$ cat config.mk
export PLATFORM = sky130hd
export DESIGN_NAME = load_store_unit
export DESIGN_NICKNAME = d
export VERILOG_FILES = /design/src/rtl/lsu_pkg.sv /design/src/rtl/lsu_align.sv /design/src/rtl/load_store_unit.sv
export SDC_FILE = /design/constraint.sdc
export NUM_CORES = 1
export LEC_CHECK = 0
export BUFFER_PORTS_ARGS = -buffer_cell sky130_fd_sc_hd__buf_2
export CORE_ASPECT_RATIO = 1.5
export CORE_MARGIN = 2
export CORE_UTILIZATION = 45
export CTS_CLUSTER_SIZE = 40
export DETAILED_ROUTE_END_ITERATION = 10
export PLACE_DENSITY = 0.75
export SYNTH_ARGS = -nofsm -noshare
export SYNTH_HDL_FRONTEND = slang
export SYNTH_SLANG_ARGS = --single-unit
$ cat constraint.sdc
create_clock -name clk -period 3.35 [get_ports clk]
set_input_delay 0.1675 -clock clk [delete_from_list [all_inputs] [get_ports clk]]
set_output_delay 0.1675 -clock clk [all_outputs]
set_load 0.02 [all_outputs]
$ cat src/rtl/lsu_pkg.sv
// rtl/lsu_pkg.sv - shared state encoding, access-type codes and defaults for the load/store unit
package lsu_pkg;

    typedef enum logic [1:0] {
        IDLE = 2'd0,
        REQ  = 2'd1,
        DONE = 2'd2
    } lsu_state_t;

    localparam logic [2:0] LOAD_LB  = 3'b000;
    localparam logic [2:0] LOAD_LH  = 3'b001;
    localparam logic [2:0] LOAD_LW  = 3'b010;
    localparam logic [2:0] LOAD_LBU = 3'b100;
    localparam logic [2:0] LOAD_LHU = 3'b101;

    localparam logic [1:0] STORE_SB = 2'b00;
    localparam logic [1:0] STORE_SH = 2'b01;
    localparam logic [1:0] STORE_SW = 2'b10;

    localparam int LSU_TIMEOUT_DEFAULT = 16;

endpackage

$ cat src/rtl/lsu_align.sv
// rtl/lsu_align.sv - combinational misalignment check, store lane steering and load extraction
module lsu_align
    import lsu_pkg::*;
(
    input  logic [1:0]  addr_lo,
    input  logic        is_write,
    input  logic [2:0]  load,
    input  logic [1:0]  store,
    input  logic [31:0] wr_data,
    output logic        misaligned,
    output logic [3:0]  wstrb,
    output logic [31:0] wdata,
    input  logic [1:0]  rd_addr_lo,
    input  logic [2:0]  rd_load,
    input  logic [31:0] rdata,
    output logic [31:0] rdata_ext
);

    logic        is_half;
    logic        is_word;
    logic [31:0] rd_shift;
    logic [7:0]  rd_byte;
    logic [15:0] rd_half;

    // Unlisted load/store codes fall into the word case.
    always_comb begin
        if (is_write) begin
            is_half = (store == STORE_SH);
            is_word = (store != STORE_SB) && (store != STORE_SH);
        end else begin
            is_half = (load == LOAD_LH) || (load == LOAD_LHU);
            is_word = (load != LOAD_LB) && (load != LOAD_LBU) && !is_half;
        end
        misaligned = (is_half && addr_lo[0]) || (is_word && (addr_lo != 2'b00));
    end

    always_comb begin
        case (store)
            STORE_SB: begin
                wstrb = 4'b0001 << addr_lo;
                wdata = {4{wr_data[7:0]}};
            end
            STORE_SH: begin
                wstrb = addr_lo[1] ? 4'b1100 : 4'b0011;
                wdata = {2{wr_data[15:0]}};
            end
            STORE_SW: begin
                wstrb = 4'b1111;
                wdata = wr_data;
            end
            default: begin
                wstrb = 4'b1111;
                wdata = wr_data;
            end
        endcase
    end

    assign rd_shift = rdata >> {rd_addr_lo, 3'b000};
    assign rd_byte  = rd_shift[7:0];
    assign rd_half  = rd_addr_lo[1] ? rdata[31:16] : rdata[15:0];

    always_comb begin
        case (rd_load)
            LOAD_LB:  rdata_ext = {{24{rd_byte[7]}}, rd_byte};
            LOAD_LH:  rdata_ext = {{16{rd_half[15]}}, rd_half};
            LOAD_LBU: rdata_ext = {24'd0, rd_byte};
            LOAD_LHU: rdata_ext = {16'd0, rd_half};
            LOAD_LW:  rdata_ext = rdata;
            default:  rdata_ext = rdata;
        endcase
    end

endmodule

$ cat src/rtl/load_store_unit.sv
// rtl/load_store_unit.sv - handshaked data-memory port with core stall; LSU_TIMEOUT_EN adds a REQ timeout and BusErr
module load_store_unit
    import lsu_pkg::*;
#(
    parameter int TIMEOUT_CYCLES = LSU_TIMEOUT_DEFAULT
) (
    input  logic        clk,
    input  logic        reset,
    input  logic        MemRead,
    input  logic        MemWrite,
    input  logic [2:0]  Load,
    input  logic [1:0]  Store,
    input  logic [31:0] Addr,
    input  logic [31:0] WriteData,
    output logic [31:0] ReadDataOut,
    output logic        Stall,
    output logic        MisalignedErr,
    output logic        BusErr,
    output logic        mem_req,
    output logic        mem_we,
    output logic [31:0] mem_addr,
    output logic [31:0] mem_wdata,
    output logic [3:0]  mem_wstrb,
    input  logic [31:0] mem_rdata,
    input  logic        mem_ack
);

    lsu_state_t  state;
    lsu_state_t  state_next;
    logic        take;
    logic        timeout_hit;
    logic        misaligned;
    logic [3:0]  acc_wstrb;
    logic [31:0] acc_wdata;
    logic [31:0] rd_ext;
    logic [1:0]  lat_addr_lo;
    logic [2:0]  lat_load;

    lsu_align u_align (
        .addr_lo    (Addr[1:0]),
        .is_write   (MemWrite),
        .load       (Load),
        .store      (Store),
        .wr_data    (WriteData),
        .misaligned (misaligned),
        .wstrb      (acc_wstrb),
        .wdata      (acc_wdata),
        .rd_addr_lo (lat_addr_lo),
        .rd_load    (lat_load),
        .rdata      (mem_rdata),
        .rdata_ext  (rd_ext)
    );

    always_ff @(posedge clk or posedge reset) begin
        if (reset) begin
            state <= IDLE;
        end else begin
            state <= state_next;
        end
    end

    always_comb begin
        state_next    = state;
        take          = 1'b0;
        Stall         = 1'b0;
        MisalignedErr = 1'b0;
        case (state)
            IDLE: begin
                if (MemRead || MemWrite) begin
                    if (misaligned) begin
                        MisalignedErr = 1'b1;
                    end else begin
                        Stall      = 1'b1;
                        take       = 1'b1;
                        state_next = REQ;
                    end
                end
            end
            REQ: begin
                Stall = 1'b1;
                if (mem_ack || timeout_hit) begin
                    state_next = DONE;
                end
            end
            DONE: state_next = IDLE;
            default: state_next = IDLE;
        endcase
    end

    // Bus fields are captured once at acceptance so they stay frozen through REQ.
    always_ff @(posedge clk or posedge reset) begin
        if (reset) begin
            mem_req     <= 1'b0;
            mem_we      <= 1'b0;
            mem_addr    <= 32'd0;
            mem_wdata   <= 32'd0;
            mem_wstrb   <= 4'd0;
            lat_addr_lo <= 2'd0;
            lat_load    <= 3'd0;
            ReadDataOut <= 32'd0;
        end else begin
            mem_req <= (state_next == REQ);
            if (take) begin
                mem_addr    <= {Addr[31:2], 2'b00};
                mem_we      <= MemWrite;
                mem_wdata   <= acc_wdata;
                mem_wstrb   <= MemWrite ? acc_wstrb : 4'd0;
                lat_addr_lo <= Addr[1:0];
                lat_load    <= Load;
            end
            if ((state == REQ) && mem_ack && !mem_we) begin
                ReadDataOut <= rd_ext;
            end
        end
    end

`ifdef LSU_TIMEOUT_EN
    localparam logic [7:0] TIMEOUT_LAST = 8'(TIMEOUT_CYCLES - 1);

    logic [7:0] tmo_cnt;
    logic       bus_err_q;

    // Counter sits at zero outside REQ, so it starts fresh on every REQ entry.
    assign timeout_hit = (state == REQ) && !mem_ack && (tmo_cnt == TIMEOUT_LAST);
    assign BusErr      = bus_err_q;

    always_ff @(posedge clk or posedge reset) begin
        if (reset) begin
            tmo_cnt   <= 8'd0;
            bus_err_q <= 1'b0;
        end else begin
            tmo_cnt   <= (state == REQ) ? tmo_cnt + 8'd1 : 8'd0;
            bus_err_q <= timeout_hit;
        end
    end
`else
    assign timeout_hit = 1'b0;
    assign BusErr      = 1'b0;
`endif

endmodule

==> impl_metrics.csv <==
group,metric,value,unit
power_and_ir_drop,swShare,0.410,
critical_path,cp.arrival,2.44,ns
logic_synthesis,synthSimpleGateAreaFrac,0.0963,
global_route,met2_usage,0.355,
critical_path,cp_max_fo,33,
critical_path,slowest_delay,1.02,ns
power_and_ir_drop,p_per_area,923,nW/um2
global_route,grt_pass1_wl,20800,um
power_and_ir_drop,ir_worst_vdd,0.456,mV
sta,hold_viol,0,
sta,fin_setup_tns,0,ns
power_and_ir_drop,leakagePower,3.24,nW
cells_and_area,multi_input_area,2330,um2
logic_synthesis,synth_compound_area_frac,0.0884,
global_route,grt_busiest_layer,"met2",
power_and_ir_drop,pwr-share-comb,0.452,
global_route,grt_pass1_vias,4123,
outcome,outcome,"finished clean",
cells_and_area,antenna_cells,0,
logic_synthesis,synth_xor_area_frac,0,
cells_and_area,nets,733,
route,first_iter_violations,163,
power_and_ir_drop,seq_power_share,0.381,
clock_tree,clk_pin_slew,0.08,ns
logic_synthesis,ys_types,35,
die,die_area,12500,um2
critical_path,critPathSlowestCell,"dfrtp_1",
placement,globalplace.congestion,0.872,
route,drtAntennaViolNets,0,
clock_tree,cts_inserted_buffers,9,
route,drt-total-wl,13200,um
clock_tree,cts.sinks,107,
logic_synthesis,synth_warnings,0,
global_route,grt_max_degree,68,
logic_synthesis,synthCells,429,
route,wl_per_cell,16.9,um
critical_path,critPathLaunchType,"flop",
clock_tree,cts_max_level,3,
sta,timing.final.crit_share,0.666,
sta,rsz0062_at_grt,"no",
die,rows,48,
critical_path,cp.required,3.56,ns
sta,tightest_slew,1.03,ns
cells_and_area,num-fill-cells,975,
placement,hpwl,9800,um
cells_and_area,final-seq-area,2680,um2
clock_tree,cts-root-buf,"clkbuf_16",
cells_and_area,drive_gt1_frac,0.509,
route,vias,4145,
logic_synthesis,synthMuxAreaShare,0.260,
sta,drv_slew,0,
power_and_ir_drop,power_frac_clock,0.167,
hold_path,hold_path_class,"input port to flop",
clock_tree,insertion_delay,0.35,ns
global_route,grt_antenna_before_repair,0,
global_route,overflow,0,
route,drt-pass1-iter-count,4,
clock_tree,cts_resized,0,
logic_synthesis,synth-adder-area-share,0,
die,pin_count,211,
route,drc,0,
power_and_ir_drop,p_int,0.00362,W
route,viasPerCell,5.30,
die,initial_core_util,0.456,
cells_and_area,areaGrowthSynthToFinish,27.4,%
logic_synthesis,synth_area,5210,um2
sta,slew-limit-headroom,0.311,
placement,dp_cells,765,
logic_synthesis,avgSynthCellArea,12.1,um2
die,coreArea,11400,um2
global_route,use_met3,0.0417,
logic_synthesis,synth_top_family_by_area,"multiplexers",
cells_and_area,mostFrequentLayoutCell,"buf_2",
logic_synthesis,ys_seq_area_frac,0.514,
sta,max_freq,0.449,GHz
critical_path,cp_cell_sequence,"inv_1 -> or3_1 -> o21ai_0 -> a21oi_1",
logic_synthesis,synth-seq-cells,107,
flow_run,drv_cap,0,
global_route,gr-usage-all-layers,0.210,
cells_and_area,stdcell_count,782,
sta,fin_skew,0.00830,ns
cells_and_area,final_cell_mix,"207 x buf_2, 107 x dfrtp_1, 50 x mux2_4, 41 x nand2_1, 36 x mux2_2",
global_route,use_met1,0.257,
sta,setup-violations-final,0,
sta,fin_crit,2.23,ns
critical_path,end_kind,"flop",
clock_tree,cts_tree,"done",
die,fp.dieW,91.8,um
clock_tree,cts.path.max_buffers,2,
power_and_ir_drop,power_switching,0.00251,W
placement,port_buffers,207,
die,die_y,136,um
critical_path,critPathKind,"flop to flop",
-- through the flow --
stage                     setup WS, ns  hold WS (ns)  utilization  power [W]  area, um2
after global placement            1.15         0.285        0.556    0.00503       6340
final                             1.12        0.0462        0.582    0.00613       6640
after CTS                         1.18        0.0294        0.582    0.00618       6640
after global routing             0.970        0.0280        0.582    0.00647       6640
after floorplan                  0.365         0.309            -    0.00419       5220
after detailed placement          1.11         0.306        0.556    0.00513       6340
-- final cells by class --
cell class,instances,area share
clock buffers,9,0.0339
clock inverters,7,0.00905
inverters,8,0.00490
multi-input cells,286,0.351
flip-flops and latches,107,0.403
well taps,150,0.0283
repair buffers,215,0.169
-- cells by family after synthesis --
| kind of cell | count (synthesis) |
|---|---|
| and+or+nand+nor | 101 |
| buffers and inverters | 38 |
| DFF | 107 |
| muxes | 106 |
| AOI/OAI and AO/OA | 76 |
| other | 1 |
-- final timing paths --
path / slack, ns / from / cells after the start / end
max: 1.12 / lat_load[1]$_DFFE_PP0P_ / 4 / ReadDataOut[9]$_DFFE_PP0P_
min: 0.05 / Addr[25] / 2 / mem_addr[25]$_DFFE_PP0P_
max reg2reg: 1.12 / lat_load[1]$_DFFE_PP0P_ / 4 / ReadDataOut[9]$_DFFE_PP0P_
min reg2reg: 0.47 / ReadDataOut[5]$_DFFE_PP0P_ / 2 / ReadDataOut[5]$_DFFE_PP0P_
max in group asynchronous: 2.12 / reset / 4 / ReadDataOut[30]$_DFFE_PP0P_
min in group asynchronous: 0.46 / reset / 3 / mem_addr[26]$_DFFE_PP0P_
-- critical path, delay by kind of cell, from the launching register on --
kind	cells	cell delay, ns
AOI/OAI and AO/OA	2	0.15
buffers and inverters	1	0.44
DFF	1	1.02
and+or+nand+nor	1	0.46
-- flip-flops by register name, indices dropped and copies added, names as in the netlist --
name / cells
ReadDataOut: 32
lat_addr_lo: 2
lat_load: 3
mem_addr: 30
mem_req: 1
mem_wdata: 32
mem_we: 1
mem_wstrb: 4
state: 2
-- power by group through the flow --
stage	registers (W)	logic, W	clock network (W)
finish	0.00234	0.00277	0.00102
global route	0.00241	0.00295	0.00111
CTS	0.00234	0.00278	0.00105
detailed placement	0.00235	0.00278	0
global placement	0.00233	0.00271	0
floorplan	0.00294	0.00126	0
-- routing by layer --
metal	vias to the layer above	share of wire	wire length, um
met2	209	0.50	6610
met1	1999	0.40	5250
met4	0	0.030	398
li1	1906	-	-
met3	31	0.073	964
met5	-	0	0
-- cells in the mapped netlist, drive strengths merged --
cell	number	area, um2
a22o	1	8.76
a211oi	1	12.5
nand4bb	1	11.3
nor2b	5	31.3
nor4b	2	17.5
a31o	2	17.5
and3b	1	8.76
nor4	2	27.5
a21boi	1	7.51
buf	19	138
nand2	41	154
nor2	24	90.1
a311oi	7	61.3
a21o	1	7.51
o31ai	7	52.6
nor3	1	10.0
mux2	86	1160
o311ai	1	8.76
or3	14	87.6
conb	1	3.75
inv	8	30.0
mux2i	20	200
o21ai	20	100
dfrtp	107	2680
a21oi	32	160
clkbuf	11	41.3
o22ai	1	6.26
nand2b	9	56.3
nor3b	1	7.51
a32oi	2	17.5
-- what timing repair did --
item	4_1_cts	5_1_grt
hold endpoints to repair	49	0
hold buffers	1	0
buffers inserted	0	0
(Power assumes the default switching activity.)
